`config.mk`:
```
export PLATFORM = sky130hd
export DESIGN_NAME = alu_issue_stage
export DESIGN_NICKNAME = d
export VERILOG_FILES = /design/src/rtl/alu_issue_stage.sv
export SDC_FILE = /design/constraint.sdc
export NUM_CORES = 1
export LEC_CHECK = 0
export ABC_AREA = 0
export CAP_MARGIN = 25
export CELL_PAD_IN_SITES_DETAIL_PLACEMENT = 1
export CELL_PAD_IN_SITES_GLOBAL_PLACEMENT = 2
export CORE_ASPECT_RATIO = 2
export CORE_MARGIN = 4
export CORE_UTILIZATION = 38
export CTS_BUF_LIST = sky130_fd_sc_hd__clkbuf_4 sky130_fd_sc_hd__clkbuf_8
export CTS_CLUSTER_DIAMETER = 150
export DETAILED_ROUTE_END_ITERATION = 8
export PLACE_DENSITY_LB_ADDON = 0.1
export SLEW_MARGIN = 40
export SYNTH_ARGS = -nofsm -noshare
export SYNTH_HDL_FRONTEND = slang
export SYNTH_SLANG_ARGS = --single-unit
```
`constraint.sdc`:
```
create_clock -name clk -period 2.9 [get_ports clk]
set_input_delay 0.58 -clock clk [delete_from_list [all_inputs] [get_ports clk]]
set_output_delay 0.58 -clock clk [all_outputs]
set_load 0.02 [all_outputs]
```
`src/rtl/alu_issue_stage.sv`:
```
// Operand-fetch/issue stage feeding a combinational ALU: register file with EX bypass,
// one EX pipeline register, registered writeback port and a retired-instruction counter.
module alu_issue_stage #(
    parameter int WIDTH = 32,
    parameter int NREGS = 8,
    parameter int CNTW  = 16
) (
    input  logic                     clk,
    input  logic                     rst_n,
    input  logic                     in_valid,
    output logic                     in_ready,
    input  logic [2:0]               in_op,
    input  logic [$clog2(NREGS)-1:0] in_rd,
    input  logic [$clog2(NREGS)-1:0] in_rs1,
    input  logic [$clog2(NREGS)-1:0] in_rs2,
    input  logic                     in_use_imm,
    input  logic [WIDTH-1:0]         in_imm,
    input  logic                     hold,
    input  logic                     flush,
    output logic [2:0]               alu_op,
    output logic [WIDTH-1:0]         alu_a,
    output logic [WIDTH-1:0]         alu_b,
    input  logic [WIDTH-1:0]         alu_y,
    output logic                     wb_valid,
    output logic [$clog2(NREGS)-1:0] wb_rd,
    output logic [WIDTH-1:0]         wb_data,
    output logic [CNTW-1:0]          retire_cnt,
    input  logic [$clog2(NREGS)-1:0] dbg_addr,
    output logic [WIDTH-1:0]         dbg_data
);

    localparam int AW = $clog2(NREGS);

    logic [WIDTH-1:0] regs [NREGS];
    logic             ex_valid;
    logic [AW-1:0]    ex_rd;
    logic             accept;
    logic             retire;
    logic [WIDTH-1:0] op_a;
    logic [WIDTH-1:0] op_b;

    assign in_ready = !hold && !flush;
    assign accept   = in_valid && in_ready;
    assign retire   = ex_valid && !hold && !flush;

    // The instruction in EX writes back on the same edge the reader latches,
    // so forwarding alu_y removes any need to stall.
    always_comb begin
        op_a = '0;
        if (in_rs1 != '0) begin
            if (ex_valid && (ex_rd == in_rs1)) begin
                op_a = alu_y;
            end else begin
                op_a = regs[in_rs1];
            end
        end
    end

    always_comb begin
        op_b = '0;
        if (in_use_imm) begin
            op_b = in_imm;
        end else if (in_rs2 != '0) begin
            if (ex_valid && (ex_rd == in_rs2)) begin
                op_b = alu_y;
            end else begin
                op_b = regs[in_rs2];
            end
        end
    end

    assign dbg_data = (dbg_addr == '0) ? '0 : regs[dbg_addr];

    always_ff @(posedge clk or negedge rst_n) begin
        if (!rst_n) begin
            ex_valid <= 1'b0;
            ex_rd    <= '0;
            alu_op   <= '0;
            alu_a    <= '0;
            alu_b    <= '0;
        end else if (flush) begin
            ex_valid <= 1'b0;
        end else if (!hold) begin
            ex_valid <= accept;
            if (accept) begin
                ex_rd  <= in_rd;
                alu_op <= in_op;
                alu_a  <= op_a;
                alu_b  <= op_b;
            end
        end
    end

    // Writeback: rd 0 is still reported on the wb port but never stored.
    always_ff @(posedge clk or negedge rst_n) begin
        if (!rst_n) begin
            for (int i = 0; i < NREGS; i++) begin
                regs[i] <= '0;
            end
        end else if (retire && (ex_rd != '0)) begin
            regs[ex_rd] <= alu_y;
        end
    end

    always_ff @(posedge clk or negedge rst_n) begin
        if (!rst_n) begin
            wb_valid   <= 1'b0;
            wb_rd      <= '0;
            wb_data    <= '0;
            retire_cnt <= '0;
        end else if (retire) begin
            wb_valid   <= 1'b1;
            wb_rd      <= ex_rd;
            wb_data    <= alu_y;
            retire_cnt <= retire_cnt + CNTW'(1);
        end else begin
            wb_valid <= 1'b0;
        end
    end

endmodule

```
==> metrics.cfg, run 1 <==
[run_status]
status=complete, no violations

[floorplan]
core_area_um2=51100
start_util_pct=38.5
die_x_um=169
ios=237
fp.dieH_um=330
rows=117
die_area_um2=55600

[power_and_ir_drop]
powerDensity_nw_per_um2=648
finalPower_uw=15900
vdd_drop_max_uv=426
leakagePower_uw=0.0111

[yosys]
seq_area_frac_synth_pct=44.2
netlist_instances=1831
avgSynthCellArea_um2=10.7
synth.net_count=1917
ys_async_sr_fraction_pct=100
synth_edf_count=0
ys_types=56
synth.cell_area_um2=19700
ys_ff_latch=347
synthFlopType=dfrtp_1
ys_warn_count=0

[route]
wl_met2_mm=43.4
dr.pass1.iters=5
wl_met1_mm=30.7
drc=0
wl_met3_mm=3.95
initialDrtViolationCount=1070
highest_layer=met4
avgRoutedWirePerCell_um=29.8
detail-route-antenna-nets=0
wirelength_mm=81.3
viasPerCell=6.12
vias=16693

[finish]
drive_above_1_share_pct=27.4
final_cell_area_um2=24500
area_growth_pct=24.5
nFillCells=5560
layout_commonest_cell=dfrtp_1
final_cells=2729
layout_common_cells=dfrtp_1 (347), mux2_2 (234), clkdlybuf4s50_1 (194)
fin_nets=2120

[timing]
tns_ns=0
max_freq_mhz=352
finalHoldViolCount=0
worstMarginPinSlew_ns=0.832
fin_worst_skew_ns=0.0197
finalCriticalPeriod_ns=2.84
min_period_over_period_pct=97.9
setup_viol=0
rsz0062_at_grt=no
slew_violations=0
slew_headroom_pct=44.5

[cts]
cts-root-buf=clkbuf_8
cts.sinks=347
cts.clk_slew.worst_paths_ns=0.07
clock_path_buffers=3
clock_latency_ns=0.65
cts_tree=yes
cts_buffers=54
h-tree-depth=2

[grt]
gr-total-overflow=0
grtUsageTotal_pct=29.0
grt_pass1_wl_mm=122
first_global_vias=18364
grt_max_degree=79
antenna_found_initial=1

[worst_setup_path]
crit_fanout=4
worstSetupEndpointType=output port
path_class=reg2out
cpMaxStageDelayCell=clkdlybuf4s50_1
path_cells=mux2_2 -> a221oi_1 -> a21oi_1 -> clkdlybuf4s50_1
crit_arrival_ns=2.26
max_stage_delay_ns=0.56
required_ns=2.32
critPathBufInv=1
worst_setup_path_start_kind=flip-flop
cp_top_family=buffers and inverters

[place]
dp.cells=2631
place_area_um2=23300
dp_hpwl_mm=53.7
port_buffers=236
gp_congestion=0.833

[min_path]
hp-class=reg2reg

[flow_run]
maxCapViolations=0

==> where the power goes <==
part / leakage, µW / total [µW] / switching (µW) / internal (µW)
sequential: 0.00456 / 6680 / 962 / 5710
clock: 0.000645 / 4740 / 2110 / 2630
combinational: 0.00591 / 4450 / 2170 / 2280
total: 0.0111 / 15900 / 5240 / 10600
==> final timing paths <==
path,from,to,slack (ns),cells past startpoint
min in group asynchronous,rst_n,retire_cnt[11],0.52,2
max in group asynchronous,rst_n,regs[17],1.58,3
worst max register to register,ex_valid,regs[204],0.64,6
worst min register to register,wb_data[3],wb_data[3],0.47,2
worst max-delay path,regs[210],dbg_data[18],0.06,4
worst min-delay path,wb_data[3],wb_data[3],0.47,2
==> synthesized netlist by cell type, drive strengths merged (4+ instances only) <==
library cell | n | area (µm²)
mux2i | 32 | 320
mux4 | 32 | 721
and3 | 4 | 25.0
nand2 | 181 | 682
a2bb2oi | 29 | 254
o32ai | 29 | 254
o22a | 34 | 298
xnor2 | 20 | 175
mux2 | 294 | 3540
o22ai | 125 | 782
a31oi | 32 | 200
nand3 | 8 | 40.0
a221oi | 31 | 272
a221o | 32 | 320
nor2 | 42 | 158
inv | 93 | 349
a21oi | 95 | 475
a211oi | 60 | 450
dfrtp | 347 | 8680
or2 | 4 | 25.0
nand3b | 4 | 30.0
clkbuf | 131 | 507
nor2b | 66 | 413
buf | 70 | 410
nand4 | 4 | 25.0
==> metrics by stage <==
stage	utilization [%]	hold slack, ns	worst slack (ns)
6_report	47.9	0.474	0.0605
5_1_grt	47.9	0.494	0.00427
4_1_cts	47.9	0.474	0.000792
3_5_place_dp	45.5	0.465	-0.0689
3_3_place_gp	45.5	0.459	-0.0551
2_1_floorplan	-	0.284	0.183
==> worst register-to-register path, stage by stage (launching register included) <==
cell      delay [ns]
dfrtp_1         0.35
or3b_2          0.52
clkinv_4        0.10
nand2_1         0.08
or3_2           0.49
buf_12          0.22
mux2_4          0.38
==> registers in the layout (all words and copies together), names as in the netlist <==
signal / count
regs: 224
alu_a: 32
alu_b: 32
wb_data: 32
retire_cnt: 16
alu_op: 3
ex_rd: 3
wb_rd: 3
ex_valid: 1
wb_valid: 1
==> kinds of logic after synthesis <==
family                     Yosys count  share of synthesized area [%]
muxes                              358                           23.3
AOI/OAI and AO/OA                  479                           17.3
DFF                                347                           44.2
adders and majority gates            1                         0.0636
xor gates and xnor gates            20                          0.891
and+or+nand+nor                    331                           7.80
buffers and inverters              295                           6.49
==> routing by layer <==
layer  GRT usage, %  up-vias
li1               -     7157
met5              0        -
met3           4.05      196
met2           53.7      606
met1           33.5     8734
met4           11.3        0
==> what timing repair did <==
item	CTS	global route
hold buffers	1	0
gates resized for setup	22	10
buffers inserted	0	0
endpoints found under the hold margin	57	0
setup endpoints to repair	26	10
==> final cells by class <==
type,instances,area (µm²),area share (%)
multi-input cells,1189,9760,39.9
repair buffers,348,3650,14.9
clock buffers,88,1090,4.46
flip-flops and latches,347,8680,35.5
inverters,94,358,1.46
diodes,1,2.50,0.0102
well taps,654,818,3.34
clock inverters,8,115,0.470
No activity file was read; power rests on OpenSTA's default activity.
==> run 2, diff against run 1 <==
Settings changed: GPL_ROUTABILITY_DRIVEN set to 0.
==> results of run 2 <==
Final layout, timing and power as in run 1 (identical DEF).
